**src/rtl/cycle_sequencer_pkg.sv**
```systemverilog
// Shared encodings for the fetch/execute phase sequencer.
package cycle_sequencer_pkg;

  localparam int unsigned FE_STATE_BITS   = 3;
  localparam int unsigned EX_STATE_BITS   = 3;
  localparam int unsigned CTRL_STATE_BITS = 2;

  typedef enum logic [FE_STATE_BITS-1:0] {
    FE_IDLE = 3'd0,
    FE_Q1   = 3'd1,
    FE_Q2   = 3'd2,
    FE_Q3   = 3'd3,
    FE_Q4   = 3'd4
  } fe_state_e;

  typedef enum logic [EX_STATE_BITS-1:0] {
    EX_IDLE = 3'd0,
    EX_Q1   = 3'd1,
    EX_Q2   = 3'd2,
    EX_Q3   = 3'd3,
    EX_Q4   = 3'd4
  } ex_state_e;

  typedef enum logic [CTRL_STATE_BITS-1:0] {
    CTRL_START = 2'd0,
    CTRL_RUN   = 2'd1,
    CTRL_SLEEP = 2'd2
  } ctrl_state_e;

  // Next fetch phase; anything unexpected restarts at Q1.
  function automatic fe_state_e fe_advance(fe_state_e s);
    case (s)
      FE_Q1:   return FE_Q2;
      FE_Q2:   return FE_Q3;
      FE_Q3:   return FE_Q4;
      default: return FE_Q1;
    endcase
  endfunction

  // Execute phase that runs in lockstep with a given fetch phase.
  function automatic ex_state_e ex_from_fe(fe_state_e s);
    case (s)
      FE_Q1:   return EX_Q1;
      FE_Q2:   return EX_Q2;
      FE_Q3:   return EX_Q3;
      FE_Q4:   return EX_Q4;
      default: return EX_IDLE;
    endcase
  endfunction

endpackage

```
**src/rtl/cycle_sequencer_startup_timer.sv**
```systemverilog
// Saturating up-counter with clear/enable; done once LIMIT-1 is reached.
module cycle_sequencer_startup_timer #(
  parameter int unsigned LIMIT = 18,
  parameter int unsigned WIDTH = 8
) (
  input  logic clk,
  input  logic rst_n,
  input  logic clr_i,
  input  logic en_i,
  output logic done_c_o
);

  logic [WIDTH-1:0] count_q, count_d;

  // Next count: clear wins, otherwise count up and hold at all-ones.
  always_comb begin
    count_d = count_q;
    if (clr_i) begin
      count_d = '0;
    end else if (en_i && (count_q != {WIDTH{1'b1}})) begin
      count_d = count_q + WIDTH'(1);
    end
  end

  // Counter register.
  always_ff @(posedge clk or negedge rst_n) begin
    if (!rst_n) count_q <= '0;
    else        count_q <= count_d;
  end

  assign done_c_o = (count_q >= WIDTH'(LIMIT - 1));

endmodule

```
**src/rtl/cycle_sequencer.sv**
```systemverilog
// Four-phase fetch/execute timing, flush qualifiers, start-up delay and SLEEP.
module cycle_sequencer
  import cycle_sequencer_pkg::*;
#(
  parameter int unsigned STARTUP_CYCLES = 18,
  parameter int unsigned CNT_WIDTH      = 8
) (
  input  logic                     clk,
  input  logic                     rst_n,
  input  logic                     goto_req,
  input  logic                     skip_req,
  input  logic                     sleep_req,
  input  logic                     wake,
  output logic [FE_STATE_BITS-1:0] fetchState,
  output logic [EX_STATE_BITS-1:0] executeState,
  output logic                     goto,
  output logic                     skip,
  output logic                     sleeping,
  output logic                     cycle_tick
);

  ctrl_state_e st_q, st_d;
  fe_state_e   fe_q, fe_d;
  ex_state_e   ex_q, ex_d;
  logic        pv_q, pv_d;
  logic        goto_flag_q, goto_flag_d;
  logic        skip_flag_q, skip_flag_d;
  logic        sleeping_q, sleeping_d;
  logic        goto_q, goto_d;
  logic        skip_q, skip_d;
  logic        tick_q, tick_d;
  logic        tmr_clr_c, tmr_en_c, tmr_done_c;

  cycle_sequencer_startup_timer #(
    .LIMIT (STARTUP_CYCLES),
    .WIDTH (CNT_WIDTH)
  ) u_startup_timer (
    .clk      (clk),
    .rst_n    (rst_n),
    .clr_i    (tmr_clr_c),
    .en_i     (tmr_en_c),
    .done_c_o (tmr_done_c)
  );

  // Controller next state, phase sequencing, flush capture and output decode.
  always_comb begin
    st_d        = st_q;
    fe_d        = fe_q;
    ex_d        = ex_q;
    pv_d        = pv_q;
    goto_flag_d = goto_flag_q;
    skip_flag_d = skip_flag_q;
    sleeping_d  = sleeping_q;
    tmr_clr_c   = 1'b0;
    tmr_en_c    = 1'b0;

    case (st_q)
      CTRL_START: begin
        tmr_en_c   = 1'b1;
        fe_d       = FE_IDLE;
        ex_d       = EX_IDLE;
        sleeping_d = 1'b0;
        if (tmr_done_c) begin
          st_d      = CTRL_RUN;
          tmr_clr_c = 1'b1;
          fe_d      = FE_Q1;
          ex_d      = pv_q ? EX_Q1 : EX_IDLE;
        end
      end
      CTRL_RUN: begin
        fe_d = fe_advance(fe_q);
        // Execute stays idle until the first fetch completes.
        if (pv_q || (fe_q == FE_Q4)) ex_d = ex_from_fe(fe_d);
        if (fe_q == FE_Q4) pv_d = 1'b1;
        if ((ex_q == EX_Q2) || (ex_q == EX_Q3) || (ex_q == EX_Q4)) begin
          goto_flag_d = goto_flag_q | goto_req;
          skip_flag_d = skip_flag_q | skip_req;
        end
        if (ex_q == EX_Q1) begin
          goto_flag_d = 1'b0;
          skip_flag_d = 1'b0;
        end
        if ((ex_q == EX_Q4) && sleep_req) begin
          st_d       = CTRL_SLEEP;
          fe_d       = FE_IDLE;
          ex_d       = EX_IDLE;
          sleeping_d = 1'b1;
        end
      end
      CTRL_SLEEP: begin
        fe_d = FE_IDLE;
        ex_d = EX_IDLE;
        if (wake) begin
          st_d       = CTRL_START;
          sleeping_d = 1'b0;
          tmr_clr_c  = 1'b1;
        end
      end
      default: begin
        st_d       = CTRL_START;
        fe_d       = FE_IDLE;
        ex_d       = EX_IDLE;
        sleeping_d = 1'b0;
        tmr_clr_c  = 1'b1;
      end
    endcase

    goto_d = (ex_d == EX_Q1) && goto_flag_d;
    skip_d = (ex_d == EX_Q1) && skip_flag_d;
    tick_d = (ex_d == EX_Q1) && pv_q;
  end

  // State and registered outputs.
  always_ff @(posedge clk or negedge rst_n) begin
    if (!rst_n) begin
      st_q        <= CTRL_START;
      fe_q        <= FE_IDLE;
      ex_q        <= EX_IDLE;
      pv_q        <= 1'b0;
      goto_flag_q <= 1'b0;
      skip_flag_q <= 1'b0;
      sleeping_q  <= 1'b0;
      goto_q      <= 1'b0;
      skip_q      <= 1'b0;
      tick_q      <= 1'b0;
    end else begin
      st_q        <= st_d;
      fe_q        <= fe_d;
      ex_q        <= ex_d;
      pv_q        <= pv_d;
      goto_flag_q <= goto_flag_d;
      skip_flag_q <= skip_flag_d;
      sleeping_q  <= sleeping_d;
      goto_q      <= goto_d;
      skip_q      <= skip_d;
      tick_q      <= tick_d;
    end
  end

  assign fetchState   = fe_q;
  assign executeState = ex_q;
  assign goto         = goto_q;
  assign skip         = skip_q;
  assign sleeping     = sleeping_q;
  assign cycle_tick   = tick_q;

endmodule

```
**config.mk**
```make
export PLATFORM = sky130hd
export DESIGN_NAME = cycle_sequencer
export DESIGN_NICKNAME = d
export VERILOG_FILES = /design/src/rtl/cycle_sequencer_pkg.sv /design/src/rtl/cycle_sequencer_startup_timer.sv /design/src/rtl/cycle_sequencer.sv
export SDC_FILE = /design/constraint.sdc
export NUM_CORES = 1
export LEC_CHECK = 0
export CELL_PAD_IN_SITES_DETAIL_PLACEMENT = 0
export CELL_PAD_IN_SITES_GLOBAL_PLACEMENT = 1
export CORE_ASPECT_RATIO = 1.75
export CORE_UTILIZATION = 35
export CTS_CLUSTER_DIAMETER = 30
export CTS_CLUSTER_SIZE = 14
export DETAILED_ROUTE_END_ITERATION = 7
export PLACE_DENSITY_LB_ADDON = 0.2
export SLEW_MARGIN = 20
export SYNTH_ARGS = -nofsm -noshare
export SYNTH_HDL_FRONTEND = slang
export SYNTH_SLANG_ARGS = --single-unit
```
**constraint.sdc**
```tcl
create_clock -name clk -period 1.8 [get_ports clk]
set_input_delay 0.18 -clock clk [delete_from_list [all_inputs] [get_ports clk]]
set_output_delay 0.18 -clock clk [all_outputs]
set_load 0.1 [all_outputs]
```
==> results of run 1 <==
==> cell usage in the layout (no fill, tap or decap), types with 2 or more instances in the layout <==
cell	netlist	routed
dfrtp_2	0	2
buf_4	0	17
a21oi_1	5	5
dfrtp_1	23	18
nand2_1	6	6
nand3_1	3	3
a22o_1	2	2
clkdlybuf4s50_1	0	5
a41oi_1	4	4
ha_1	3	2
or3_1	3	3
nand2b_1	2	2
nor2_1	17	17
a211oi_1	3	3
o21ai_0	5	5
dfrtp_4	0	3
xnor2_1	2	2
or2_1	2	2
nand4_1	2	2
nor2b_1	3	3
inv_1	6	5
clkbuf_8	0	3
==> stage by stage <==
stage / utilization / cells
after floorplan: - / 112
after global placement: 0.449 / 177
after detailed placement: 0.449 / 177
after CTS: 0.464 / 181
after global routing: 0.470 / 181
final: 0.470 / 181
==> path summary, 6_finish.rpt <==
check / from / end / slack, ns / cells after the start
min in group clk: u_startup_timer.count_q[6] / u_startup_timer.count_q[6] / 0.55 / 2
min reg2reg: u_startup_timer.count_q[6] / u_startup_timer.count_q[6] / 0.55 / 2
max: u_startup_timer.count_q[0] / u_startup_timer.count_q[2] / 0.08 / 5
min: rst_n / fetchState[2] / 0.28 / 2
max reg2reg: u_startup_timer.count_q[0] / u_startup_timer.count_q[2] / 0.08 / 5
max in group asynchronous: rst_n / executeState[0] / 1.25 / 2
==> sequential cells by signal (all words and copies together) (netlist names) <==
name / cells
cycle_tick: 1
executeState: 3
fetchState: 3
goto: 1
goto_flag_q: 1
pv_q: 1
skip: 1
skip_flag_q: 1
sleeping: 1
st_q: 2
u_startup_timer.count_q: 8
==> critical path: cells and delay by family (launching register included) <==
| kind | cells | cell delay (ns) |
|---|---|---|
| AO/OA/AOI/OAI | 1 | 0.21 |
| adder cells (fa/ha/maj) | 1 | 0.20 |
| AND/OR/NAND/NOR | 3 | 0.80 |
| flip-flops | 1 | 0.43 |
==> logic make-up (layout without fill, tap and decap cells) <==
family | Yosys count | after routing
and+or+nand+nor | 50 | 50
buffers and inverters | 7 | 33
AOI/OAI and AO/OA | 26 | 26
DFF | 23 | 23
adders and majority gates | 3 | 3
xor gates and xnor gates | 2 | 2
muxes | 1 | 1
==> cell usage after synthesis, types with 3 or more instances <==
| cell | instances |
|---|---|
| nand2_1 | 6 |
| dfrtp_1 | 23 |
| o21ai_0 | 5 |
| a41oi_1 | 4 |
| or3_1 | 3 |
| ha_1 | 3 |
| nand3_1 | 3 |
| nor2_1 | 17 |
| a211oi_1 | 3 |
| nor2b_1 | 3 |
| inv_1 | 6 |
| a21oi_1 | 5 |
==> power by group through the flow <==
| stage | logic, mW | clock network (mW) | registers, mW |
|---|---|---|---|
| 6_report | 1.67 | 0.313 | 0.894 |
| 5_1_grt | 1.79 | 0.353 | 0.937 |
| 4_1_cts | 1.66 | 0.328 | 0.897 |
| 3_5_place_dp | 1.66 | 0 | 0.909 |
| 3_3_place_gp | 1.64 | 0 | 0.902 |
| 2_1_floorplan | 0.600 | 0 | 1.49 |
==> metal layers <==
layer	wire length [µm]	GRT usage
met1	923	0.197
met2	1420	0.301
met3	57	0.0209
met4	17	0.0455
met5	0	0
==> final cells by class <==
type	count	area [µm²]	share of cell area
Tap cell	43	53.8	0.0365
Sequential cell	23	589	0.399
Inverter	6	22.5	0.0153
Clock inverter	1	5.00	0.00339
Clock buffer	3	41.3	0.0280
Timing Repair Buffer	23	198	0.134
Multi-Input combinational cell	82	566	0.383
==> timing repair <==
item / CTS / global route
setup endpoints to repair: 0 / 4
resized for setup: 0 / 4
hold endpoints to repair: 0 / 0
==> results list, run 1 <==
- Mapped Avg Cell Area: a little over 10 µm²
* Highest achievable clock rate: between 500 and 600 MHz
- Clock network latency to the later pin of the worst-skew pair: ~0.26 ns
- Setup repair after global routing left no endpoint under its margin.
- Max-Cap Viols: 0
* Standard cell with the maximum stage delay on the critical path: or4b_4
- The worst pin sits at a relative slew slack of 0.744.
- Result of the run: complete, no violations
- TritonCTS clock tree: done
- Synth async-reset ratio: 1.00
* Post-synthesis instance total: between 100 and 150
- The initial antenna violation count was 0.
- Final Worst Setup Slack: about 0.076 ns
* Arrival time at the worst endpoint: approximately 1.9 ns
- The routed layout has slightly above 900 vias.
- Number of synthesized flops with an enable pin: 0
- Row Count: 27
- In this run the worst hold path is classified as input port to async pin.
* Total core area: about 0.0031 mm²
* Clock buffer depth: 2
- CTS Sinks: 23
- Measured against the total synthesized area, the mux share comes to 0.00870.
- Final Hold Viols: 0
- Synthesis warning total: 0
- Remaining number of nets flagged by the antenna check after routing: 0
- Layout Skew: around 0.0024 ns
- Part of the Yosys area used for sequential elements: 0.500
* Detailed router's first-iteration violation count: 26
- Crit Path Class: flip-flop to flip-flop
- The final layout contains routed wiring with a total length of between 2000 and 2500 µm.
- The netlist uses 37 different library cells.
- The layout has roughly 330 filler cells.
- Crit start category: flip-flop
- Number of storage elements in the synthesis netlist: 23
* Average wire per standard cell: roughly 13 µm
* Proportion of layout cells with a drive suffix above 1: 0.290
* Internal power of the cells: between 1 and 1.5 mW
- Final number of setup-violating endpoints: 0
- Final net count: 148
- The mapped netlist covers approximately 0.0012 mm².
- Of the available clock period, the critical path in the final layout requires 0.958.
- Wire length of the first global-routing pass: approximately 4300 µm
* Adder-cell share of the synthesized area: 0.0326
* Switching power as a share of total power: 0.505
* Iteration count of the initial detailed-routing pass: 4
* ANT cells: 0
* Shortest clock period the worst path allows after layout: approximately 1.7 ns
- At the worst endpoint, the required time is around 2 ns.
- Routability-driven placement finished with a final weighted congestion of 0.776.
- Summed over all layers, the global routing overflow is 0.
- Cells taking the most area after synthesis: dfrtp_1 (50%), nor2_1 (5.5%), ha_1 (3.3%)
- VDD sags by at most between 0.7 and 0.8 mV.
- Area share of xor/xnor cells in the synthesized design: 0.0152
- Summed over all cells, the static leakage comes to 0.664 nW.
* Number of buffers added by the clock tree synthesis step: 3
* Placement-stage worst setup slack: 0.0296 ns
- Summing internal, switching and leakage power gives just under 3 mW.
- Final hold analysis gives a worst-case slack of 0.284 ns.
* Share of total power in sequential cells: 0.310
- Across every metal layer, demand over resource in global routing totals 0.167.
- Area share of and/or/nand/nor cells after synthesis: 0.246
* Slew @ Worst Pin: roughly 0.38 ns
- The floorplan step set the die height to 77.9 µm.
- Of the total power, the clock network draws 0.109.
- Number of global-route vias before repair: a little under 1000
- Relative to the synthesized area, the layout overhead comes to 28.2%.
- Top-area cell type share of the netlist area: 0.500
- The number of max-slew violations in the final report came to 0.
- After detailed routing, the number of remaining DRC violations is 0.
* CTS Root Cell: clkbuf_8
- The largest single stage delay on the critical path is about 0.5 ns.
- Once detailed placement completed, the half-perimeter wirelength came to roughly 1900 µm.
- Area after DPL: about 0.0014 mm²
* Logic pwr share: 0.581
* Via density per instance: a little over 5
- Worst setup EP type: flip-flop
- Summed over all failing endpoints, the final setup total negative slack is 0 ns.
* Post-CTS Setup Repair Bufs: 0
- For this design the ratio of total power to cell area is roughly 2000 mW/mm².
* Pin count of the biggest net entering global routing: 24
* Fraction of the mapped netlist area in compound gates: 0.174
- In this run the tool buffered the top-level ports with 15 buffer cells.
- Cells along the critical path: ha_2 -> or4b_4 -> a22oi_4 -> nand2_4 -> nor3_2
- Synthesis produced a netlist with a net count of about 120.
* H-Tree Depth: 1
- The die covers approximately 0.0035 mm².
- The initial utilization of the core area, before any placement, comes to 0.366.
- Clock slew at the register clock pins of the worst setup and hold paths: around 0.08 ns
- Once layout is done, the placed cells without fillers occupy 0.00148 mm².
- Main combinational cell family by area after synthesis: simple AND/OR/NAND/NOR gates
- IO Pins: 16
- Summed over all nets, the switching power comes to roughly 1.5 mW.
- Among all flip-flop cells after synthesis, the most frequent one is dfrtp_1.
- CTS hold repair buffers: 0
- Leading area contributor after synthesis: dfrtp_1
- From left edge to right edge, the die measures ~45 µm.
- Crit-path max FO: 8
Note: power is estimated with default switching activity, not from simulation.
==> run 2: changes to the inputs <==
--- a/config.mk
+++ b/config.mk
@@ -5,7 +5,8 @@
 export SDC_FILE = /design/constraint.sdc
 export NUM_CORES = 1
 export LEC_CHECK = 0
-export CELL_PAD_IN_SITES_DETAIL_PLACEMENT = 0
+export CAP_MARGIN = 10
+export CELL_PAD_IN_SITES_DETAIL_PLACEMENT = 1
 export CELL_PAD_IN_SITES_GLOBAL_PLACEMENT = 1
 export CORE_ASPECT_RATIO = 1.75
 export CORE_UTILIZATION = 35
==> results list, run 2 (synthesis gave the netlist of run 1 again) <==
- CTS built an H-tree with a depth of 1.
* Final Worst Setup Slack: ~0.084 ns
- Clock skew on the completed layout was measured at 0.00611 ns.
- For this run, the total global-route usage over all layers was measured as 0.184.
- The area growth from synthesis to layout is 28.8%.
- Highest achievable clock rate: just under 600 MHz
* Total wirelength of the detailed-routed design: roughly 2800 µm
- Placement-stage worst setup slack: between 0.03 and 0.04 ns
* Crit Path Class: flip-flop to flip-flop
* Placed wire-length estimate: between 2000 and 2500 µm
- The tool flagged a number of max-cap violations equal to 0.
- The first detailed-routing pass ran for 2 iterations.
* Clock buffer depth: 2
* Clock network latency to the later pin of the worst-skew pair: roughly 0.27 ns
* Number of buffers added by the clock tree synthesis step: 3
- Layout Cell Area excl Fill: between 0.001 and 0.0015 mm²
* Max-slew violation count: 0
- Entering global routing, the biggest net connects 24 pins.
- Setup repair after global routing left no endpoint under its margin.
- IO Pins: 16
- Crit-path max FO: 4
- Using the TritonRoute via totals, the vias-per-cell ratio works out to approximately 5.2.
* Vertical die dimension: about 78 µm
- TritonCTS clock tree: done
* Worst vdd ir: ~0.79 mV
- Headroom to the max-slew limit came out at 0.717.
* Worst hold-check path type: input port to async pin
- ANT cells: 0
* Remaining number of nets flagged by the antenna check after routing: 0
- For the pin with the worst max-slew slack, the measured transition is around 0.42 ns.
- The floorplan step defined a die boundary enclosing between 0.003 and 0.004 mm².
- Worst hold-check slack: 0.279 ns
- After routing, the total negative slack on setup checks comes to 0 ns.
- Dividing the final minimum period by the clock period gives 0.953.
* Vias post-DR: 949
* Post-route DRC violation count: 0
* Number of global-route vias before repair: 996
* Wire length of the first global-routing pass: between 4000 and 5000 µm
- Proportion of layout cells with a drive suffix above 1: 0.295
* Most flops, register: u_startup_timer.count_q
- At the end of routability-driven placement, the weighted congestion stood at ~0.78.
* Area after DPL: approximately 0.0014 mm²
- After detailed routing, the average wire length per cell comes to 15.4 µm.
* Arrival time at the worst endpoint: 1.85 ns
* CTS Root Cell: clkbuf_8
* Count of input and output buffers: 15
- In this run the static leakage power is 0.669 nW.
- The floorplan step set the die width to ~45 µm.
- Dividing total power by cell area gives a power density of around 2000 mW/mm².
- After filler insertion, the fill cell instance count of the layout stands at ~380.
* Row Count: 27
* CTS hold repair buffers: 0
- The register with the most flip-flops in the layout has 8 of them.
- Initial standard-cell utilization of the core: 0.366
- Setup violations remaining at the end of the flow were counted as 0.
* Total core area: about 0.0031 mm²
- Clock tree synthesis found a total of 23 sinks.
- For the worst setup path, the data required time is 1.94 ns.
- The worst setup path is launched from a flip-flop.
- The total overflow left after global routing is 0.
- Antenna violations before repair: 0
- The detailed router finished its first iteration with 23 violations.
- Worst setup EP type: flip-flop
- Number of instances in the placed design: 177
- In the layout the commonest cells are dfrtp_1 (18), buf_4 (18), nor2_1 (16).
* Final Hold Viols: 0
* Shortest clock period the worst path allows after layout: 1.72 ns
- Result of the run: complete, no violations
* Clock slew at the register clock pins of the worst setup and hold paths: around 0.080 ns
- Final net count: between 100 and 150
- Excluding fillers, the count of instances in the completed layout stands at around 180.
==> run 2: cell types whose count changed in the layout (fill, tap and decap cells not counted) <==
cell / previous run / this run
buf_4: 17 / 18
ha_1: 2 / 3
ha_2: 1 / 0
nor2_1: 17 / 16
nor2_2: 1 / 2
==> run 2: metrics by stage <==
step                 util  power, mW
CTS                 0.464       2.92
global placement    0.449       2.54
detailed placement  0.449       2.60
floorplan               -       2.09
global route        0.472       3.11
finish              0.472       2.93
==> run 2: critical path, cell delays in order (launching register included) <==
cell and delay [ns]:
dfrtp_1 0.43, ha_1 0.22, or4b_4 0.49, a22oi_4 0.21
or2_4 0.17, a211oi_1 0.06
==> run 2: path summary, 6_finish.rpt <==
path	from	slack (ns)	depth (start not counted)	end
min in group clk	u_startup_timer.count_q[6]	0.54	2	u_startup_timer.count_q[6]
max in group asynchronous	rst_n	1.26	2	executeState[1]
setup reg to reg	u_startup_timer.count_q[0]	0.08	5	goto
hold / removal	rst_n	0.28	2	fetchState[0]
setup / recovery	u_startup_timer.count_q[0]	0.08	5	goto
hold reg to reg	u_startup_timer.count_q[6]	0.54	2	u_startup_timer.count_q[6]
==> run 2: layout make-up <==
| class | count | area (µm²) | share of cell area |
|---|---|---|---|
| clock buffers | 3 | 41.3 | 0.0278 |
| repair buffers | 24 | 205 | 0.138 |
| flip-flops and latches | 23 | 589 | 0.397 |
| well taps | 43 | 53.8 | 0.0363 |
| clock inverters | 1 | 5.00 | 0.00338 |
| multi-input cells | 82 | 566 | 0.381 |
| inverters | 6 | 22.5 | 0.0152 |
==> run 2: report_power, final <==
part | switching [mW] | internal (mW) | total, mW
clock | 0.168 | 0.155 | 0.322
sequential | 0.189 | 0.716 | 0.905
combinational | 1.14 | 0.561 | 1.70
==> run 2: routing by layer <==
metal / up-vias / part of all wire / track usage
met5: - / 0 / 0
met3: 7 / 0.018 / 0.0256
met4: 0 / 0.023 / 0.0758
met2: 15 / 0.59 / 0.333
met1: 473 / 0.37 / 0.199
li1: 454 / - / -
==> run 2: timing repair <==
item	CTS	global route
gates resized for setup	0	4
hold endpoints to repair	0	0
endpoints found under the setup margin	0	8
setup buffers	0	1
